File: src/rtl/uart_cfg_pkg.sv
// Shared definitions for the UART configuration bank: field positions,
// channel FSM states, config word layout and word helper functions.
// Optional feature macro: UART_CFG_LOCK_EN (per-channel write lock via bit 0).
package uart_cfg_pkg;

  localparam int unsigned DIV_LSB   = 16;
  localparam int unsigned FSZ_LSB   = 13;
  localparam int unsigned FEN_BIT   = 12;
  localparam int unsigned RXEN_BIT  = 11;
  localparam int unsigned TXEN_BIT  = 10;
  localparam int unsigned STOP2_BIT = 9;
  localparam int unsigned PAR_LSB   = 7;
  localparam int unsigned DBITS_LSB = 4;
  localparam int unsigned RSVD_W    = 4;
`ifdef UART_CFG_LOCK_EN
  localparam int unsigned LOCK_BIT  = 0;
`endif

  localparam logic [15:0] MIN_DIVISOR   = 16'd16;
  localparam logic [2:0]  MAX_DATA_BITS = 3'd3;
  localparam logic [2:0]  MAX_FIFO_SIZE = 3'd6;

  typedef enum logic [1:0] {
    ST_IDLE,
    ST_WAIT_IDLE,
    ST_APPLY
  } ch_state_e;

  typedef struct packed {
    logic [15:0] divisor;
    logic [2:0]  fifo_size;
    logic        fifo_en;
    logic        rx_en;
    logic        tx_en;
    logic        two_stop;
    logic [1:0]  parity;
    logic [2:0]  data_bits;
    logic [3:0]  rsvd;
  } uart_cfg_t;

  // Reset word: divisor for the default baud, 8N1, TX/RX/FIFO enabled.
  function automatic logic [31:0] cfg_default_word(input int unsigned clk_freq,
                                                   input int unsigned baud);
    logic [31:0] w;
    int unsigned div;
    div = clk_freq / baud - 32'd1;
    w = '0;
    w[DIV_LSB +: 16]  = div[15:0];
    w[FSZ_LSB +: 3]   = 3'b010;
    w[FEN_BIT]        = 1'b1;
    w[RXEN_BIT]       = 1'b1;
    w[TXEN_BIT]       = 1'b1;
    w[STOP2_BIT]      = 1'b0;
    w[PAR_LSB +: 2]   = 2'b00;
    w[DBITS_LSB +: 3] = 3'b011;
    return w;
  endfunction

  function automatic logic cfg_valid(input uart_cfg_t c);
    return (c.divisor >= MIN_DIVISOR) && (c.data_bits <= MAX_DATA_BITS) &&
           (c.fifo_size <= MAX_FIFO_SIZE);
  endfunction

endpackage

File: src/rtl/uart_cfg_channel.sv
// One UART channel's shadow/active config pair with its commit FSM
// (IDLE -> WAIT_IDLE -> APPLY). Optional lock under UART_CFG_LOCK_EN.
module uart_cfg_channel
  import uart_cfg_pkg::*;
#(
  parameter logic [31:0] DEFAULT_WORD = 32'h0
) (
  input  logic        clk,
  input  logic        reset,
  input  logic        wr_i,
  input  logic        commit_i,
  input  logic [31:0] data_i,
  input  logic        idle_i,
  input  logic        err_clear_i,
  output logic [31:0] shadow_o,
  output logic [31:0] active_o,
  output logic        pending_o,
  output logic        apply_pulse_o,
  output logic        err_o
);

  ch_state_e   state_q, state_d;
  logic [31:0] shadow_q, shadow_d, active_q, active_d;
  logic        err_q, err_d;
  logic        busy, blocked, wr_ok, commit_ok, word_ok, err_set;
  logic [31:0] wr_word, commit_word;

  assign busy = (state_q != ST_IDLE);

`ifdef UART_CFG_LOCK_EN
  // Bit 0 survives the write mask so it can carry the lock request.
  localparam logic [31:0] WR_MASK = {{(32-RSVD_W){1'b1}}, {RSVD_W{1'b0}}} | (32'd1 << LOCK_BIT);
  logic lock_q, lock_d;

  // Lock latches when a word with the lock bit is applied; only reset clears it.
  always_comb begin
    lock_d = lock_q | ((state_q == ST_APPLY) & shadow_q[LOCK_BIT]);
  end

  // Lock register.
  always_ff @(posedge clk or posedge reset) begin
    if (reset) lock_q <= 1'b0;
    else       lock_q <= lock_d;
  end

  assign blocked = busy | lock_q;
`else
  localparam logic [31:0] WR_MASK = {{(32-RSVD_W){1'b1}}, {RSVD_W{1'b0}}};
  assign blocked = busy;
`endif

  // A same-cycle write is validated and committed in place of the old shadow.
  assign wr_word     = data_i & WR_MASK;
  assign wr_ok       = wr_i & ~blocked;
  assign commit_word = wr_ok ? wr_word : shadow_q;
  assign word_ok     = cfg_valid(uart_cfg_t'(commit_word));
  assign commit_ok   = commit_i & ~blocked & word_ok;
  assign err_set     = ((wr_i | commit_i) & blocked) | (commit_i & ~blocked & ~word_ok);

  // FSM state register.
  always_ff @(posedge clk or posedge reset) begin
    if (reset) state_q <= ST_IDLE;
    else       state_q <= state_d;
  end

  // FSM next-state logic.
  always_comb begin
    state_d = state_q;
    case (state_q)
      ST_IDLE:      if (commit_ok) state_d = ST_WAIT_IDLE;
      ST_WAIT_IDLE: if (idle_i)    state_d = ST_APPLY;
      ST_APPLY:                    state_d = ST_IDLE;
      default:                     state_d = ST_IDLE;
    endcase
  end

  // FSM outputs.
  always_comb begin
    pending_o     = (state_q == ST_WAIT_IDLE);
    apply_pulse_o = (state_q == ST_APPLY);
  end

  // Datapath next values; a new error outranks a same-cycle clear.
  always_comb begin
    shadow_d = wr_ok ? wr_word : shadow_q;
    active_d = (state_q == ST_APPLY) ? shadow_q : active_q;
    err_d    = err_set ? 1'b1 : (err_clear_i ? 1'b0 : err_q);
  end

  // Datapath registers.
  always_ff @(posedge clk or posedge reset) begin
    if (reset) begin
      shadow_q <= DEFAULT_WORD;
      active_q <= DEFAULT_WORD;
      err_q    <= 1'b0;
    end else begin
      shadow_q <= shadow_d;
      active_q <= active_d;
      err_q    <= err_d;
    end
  end

  assign shadow_o = shadow_q;
  assign active_o = active_q;
  assign err_o    = err_q;

endmodule

File: src/rtl/uart_config_bank.sv
// Bank of NUM_CH UART configuration channels with shared write/commit
// bus and combinational readback. Optional macro: UART_CFG_LOCK_EN.
module uart_config_bank
  import uart_cfg_pkg::*;
#(
  parameter int unsigned CLOCK_FREQ   = 100_000_000,
  parameter int unsigned NUM_CH       = 4,
  parameter int unsigned DEFAULT_BAUD = 9600,
  localparam int unsigned CH_W        = (NUM_CH > 1) ? $clog2(NUM_CH) : 1
) (
  input  logic                clk,
  input  logic                reset,
  input  logic                cfg_write,
  input  logic [CH_W-1:0]     cfg_ch,
  input  logic [31:0]         cfg_data,
  input  logic                cfg_commit,
  input  logic [NUM_CH-1:0]   ch_idle,
  input  logic                rd_shadow,
  output logic [31:0]         cfg_rdata,
  output logic [NUM_CH*32-1:0] active_cfg,
  output logic [NUM_CH-1:0]   pending,
  output logic [NUM_CH-1:0]   apply_pulse,
  output logic [NUM_CH-1:0]   cfg_err,
  input  logic [NUM_CH-1:0]   err_clear
);

  localparam logic [31:0] DEFAULT_WORD = cfg_default_word(CLOCK_FREQ, DEFAULT_BAUD);

  logic [31:0] shadow_w [NUM_CH];
  logic [31:0] active_w [NUM_CH];

  for (genvar g = 0; g < NUM_CH; g++) begin : g_ch
    logic sel;
    assign sel = (32'(cfg_ch) == g);

    uart_cfg_channel #(
      .DEFAULT_WORD (DEFAULT_WORD)
    ) u_ch (
      .clk           (clk),
      .reset         (reset),
      .wr_i          (cfg_write & sel),
      .commit_i      (cfg_commit & sel),
      .data_i        (cfg_data),
      .idle_i        (ch_idle[g]),
      .err_clear_i   (err_clear[g]),
      .shadow_o      (shadow_w[g]),
      .active_o      (active_w[g]),
      .pending_o     (pending[g]),
      .apply_pulse_o (apply_pulse[g]),
      .err_o         (cfg_err[g])
    );

    assign active_cfg[g*32 +: 32] = active_w[g];
  end

  // Readback mux; an out-of-range channel matches nothing and reads 0.
  always_comb begin
    cfg_rdata = '0;
    for (int unsigned i = 0; i < NUM_CH; i++) begin
      if (32'(cfg_ch) == i) cfg_rdata = rd_shadow ? shadow_w[i] : active_w[i];
    end
  end

endmodule

File: config.mk
export PLATFORM = sky130hd
export DESIGN_NAME = uart_config_bank
export DESIGN_NICKNAME = d
export VERILOG_FILES = /design/src/rtl/uart_cfg_pkg.sv /design/src/rtl/uart_cfg_channel.sv /design/src/rtl/uart_config_bank.sv
export SDC_FILE = /design/constraint.sdc
export NUM_CORES = 1
export LEC_CHECK = 0
export ABC_AREA = 1
export ABC_CLOCK_PERIOD_IN_PS = 18400
export CAP_MARGIN = 25
export CORE_ASPECT_RATIO = 1.25
export CORE_MARGIN = 2
export CORE_UTILIZATION = 55
export CTS_CLUSTER_SIZE = 8
export DETAILED_ROUTE_END_ITERATION = 10
export HOLD_SLACK_MARGIN = 0.12
export PLACE_DENSITY = 0.95
export SETUP_SLACK_MARGIN = 0.2
export SLEW_MARGIN = 15
export SYNTH_ARGS = -nofsm -noshare
export SYNTH_HDL_FRONTEND = slang
export SYNTH_SLANG_ARGS = --single-unit
export TNS_END_PERCENT = 30
File: constraint.sdc
create_clock -name clk -period 18.4 [get_ports clk]
set_clock_uncertainty 0.2 [all_clocks]
set_input_delay 3.68 -clock clk [delete_from_list [all_inputs] [get_ports clk]]
set_output_delay 3.68 -clock clk [all_outputs]
set_load 0.02 [all_outputs]
==> flow_summary.json <==
{
  "status": "finished clean",
  "path_class": "input pin to primary output",
  "drive_above_1_share_pct": 11.7,
  "clk_latency_ps": 510,
  "yosysMostFrequentCell": "nand2_1",
  "cts_made_buffers": 35,
  "synth-seq-cells": 236,
  "cts_setup_buffers": 0,
  "post-route-util_pct": 70.1,
  "clkSinkCount": 236,
  "routed_wl_um": 35800,
  "start_util_pct": 56.0,
  "synth_compound_area_share_pct": 18.0,
  "setup.worst_path.end_class": "primary output",
  "yosysSeqAreaShare_pct": 52.0,
  "clock-root-buffer": "clkbuf_16",
  "cts_resized": 0,
  "fin_crit_sh_pct": 59.4,
  "synthMuxAreaShare_pct": 0.345,
  "ys.flop_type": "dfrtp_1",
  "coreArea_um2": 20700,
  "tightest_slew_ps": 943,
  "yosys-top-cells-area": "dfrtp_1, dfstp_2, nand2_1",
  "synth_top_family_by_area": "compound AO/OA/AOI/OAI gates",
  "synthXorXnorAreaFrac_pct": 0,
  "cts_max_level": 2,
  "cpPeakStageDelay_ps": 680,
  "grt_overflow": 0,
  "finalWeightedCongestion": 0.943,
  "vias_per_cell": 5.67,
  "hold_buffers": 0,
  "whs_path_depth": 2,
  "drt_iter0_drc": 1141,
  "die_w_um": 134,
  "tns_ps": 0,
  "synth.cells.most_frequent": "nand2_1, o21ai_0, inv_1, dfrtp_1, dfstp_2",
  "boundaryPins": 219,
  "io_buffers": 194,
  "p_leak_nw": 6.77,
  "dieArea_um2": 22300,
  "worstPathRequired_ps": 14520,
  "path_clk_slew_ps": 50,
  "cp.arrival_ps": 7050,
  "max_cap_viol_count": 0,
  "async_flop_share_pct": 100,
  "synth.distinct_cells": 33,
  "grt_pass1_wl_um": 55000,
  "hpwlAfterDp_um": 24700,
  "antenna_cells": 0,
  "critical_path.cell_chain": "clkdlybuf4s50_1, inv_2, nor2_4, inv_1, o21ai_0, o21ai_0, o22ai_1, clkdlybuf4s50_1",
  "yosysTopAreaCell": "dfrtp_1",
  "die_h_um": 167,
  "slowest_stage": "clkdlybuf4s50_1",
  "synthToLayoutAreaGrowth_pct": 25.2,
  "fin_area_um2": 14600,
  "synth_area_um2": 11600,
  "rsz0062_at_grt": "no",
  "drtPass1Iterations": 6,
  "period_needed_ps": 10930,
  "synthAdderAreaFrac_pct": 0,
  "fill_cells": 1547,
  "clockBufferDepth": 3,
  "ys_warn_count": 0,
  "setup_viol": 0,
  "fmax_ghz": 0.0915,
  "antenna_found_initial": 0,
  "power_density_nw_per_um2": 160,
  "maxSlewHeadroom_pct": 37.1,
  "dpl_cell_area_um2": 13500,
  "dpl_worst_slack_ps": 7610,
  "crit_path_start_kind": "input pin",
  "yosys.area_share.simple_pct": 16.8,
  "grt_pass1_vias": 10200,
  "netlist_instances": 1439,
  "path_max_fanout": 24,
  "fp-row-count": 59,
  "synth_top_area_share_pct": 26.7,
  "fin_nets": 1634,
  "routedWlPerCell_um": 19.0,
  "synth.avg_cell_area_um2": 8.07,
  "finalWorstSetupSlack_ps": 7470,
  "rr_worst_depth": 9,
  "peakVddDrop_uv": 90.9,
  "finalHoldViolations": 0,
  "regArea_um2": 6050,
  "grt_max_degree": 105,
  "drv_slew": 0,
  "drc": 0,
  "hold_path.class": "register to register",
  "route.vias.total": 10700,
  "multi_input_area_um2": 4170,
  "synth_edf_count": 0,
  "track_usage_pct": 32.0,
  "antenna_left": 0,
  "tritoncts": "built"
}
==> cell families (layout without fill, tap and decap cells) <==
kind of cell | after synthesis | count (layout)
buffers and inverters | 344 | 498
AO/OA/AOI/OAI | 388 | 388
AND/OR/NAND/NOR | 466 | 466
multiplexers | 4 | 4
flip-flops | 236 | 236
other | 1 | 20
==> report_power, final <==
part           switching [mW]  internal, mW
registers               0.134         0.757
logic                   0.475         0.345
clock network           0.228         0.385
total                   0.837          1.49
==> layout by cell type (no fill, tap or decap), types with 4 or more instances in the layout <==
cell type,instances
nand2_1,364
nor4_1,4
o2111ai_1,27
inv_1,221
nor2_2,4
nand4_1,32
nand3_1,20
o21ai_2,4
nor2_1,33
mux2i_1,4
clkbuf_16,37
clkbuf_1,24
clkdlybuf4s50_1,193
dfrtp_1,124
a21oi_1,75
conb_1,20
a211oi_1,4
inv_2,5
o21ai_1,8
buf_4,13
o21ai_0,258
o211ai_1,9
dfstp_2,112
==> area by class of cell <==
cell class	instances	area share [%]
sequential	236	41.5
tap	274	2.36
clock inverter	1	0.206
inverter	228	5.94
clock buffer	61	6.98
multi-input combinational	878	28.6
timing repair buffer	208	14.3
==> metrics by stage <==
step	cells	total power, mW	hold WS (ps)
3_3_place_gp	1822	1.67	257
3_5_place_dp	1822	1.70	265
4_1_cts	1884	2.32	268
6_report	1886	2.32	267
5_1_grt	1886	2.43	296
2_1_floorplan	1458	1.29	253
==> flip-flops by register name (all words and copies together), names as in the netlist, named ones only <==
register and flops:
g_ch.u_ch.shadow_o 104, g_ch.u_ch.err_o 4, g_ch.u_ch.active_o 112, g_ch.u_ch.state_q 8
==> layer usage <==
layer,GRT usage (%),wire [um],vias up
li1,-,-,4898
met1,37.3,12400,5036
met2,53.2,17400,618
met3,4.81,2810,148
met4,24.0,3140,0
met5,0,0,-
==> critical path: cells and delay by family <==
| kind | cells | cell delay [ps] |
|---|---|---|
| buffers and inverters | 4 | 1980 |
| AOI/OAI and AO/OA | 3 | 890 |
| and+or+nand+nor | 1 | 490 |
==> final timing paths <==
| check | start | end | slack [ps] |
|---|---|---|---|
| max in group asynchronous | reset | g_ch[1].u_ch.active_o[9] | 13120 |
| worst min-delay path | g_ch[3].u_ch.active_o[17] | g_ch[3].u_ch.active_o[17] | 270 |
| min in group asynchronous | reset | g_ch[0].u_ch.shadow_o[8] | 3530 |
| worst min register to register | g_ch[3].u_ch.active_o[17] | g_ch[3].u_ch.active_o[17] | 270 |
| worst max register to register | g_ch[3].u_ch.state_q[1] | g_ch[3].u_ch.err_o | 15480 |
| worst max-delay path | cfg_ch[0] | cfg_rdata[31] | 7470 |
No activity file was read; power rests on OpenSTA's default activity.
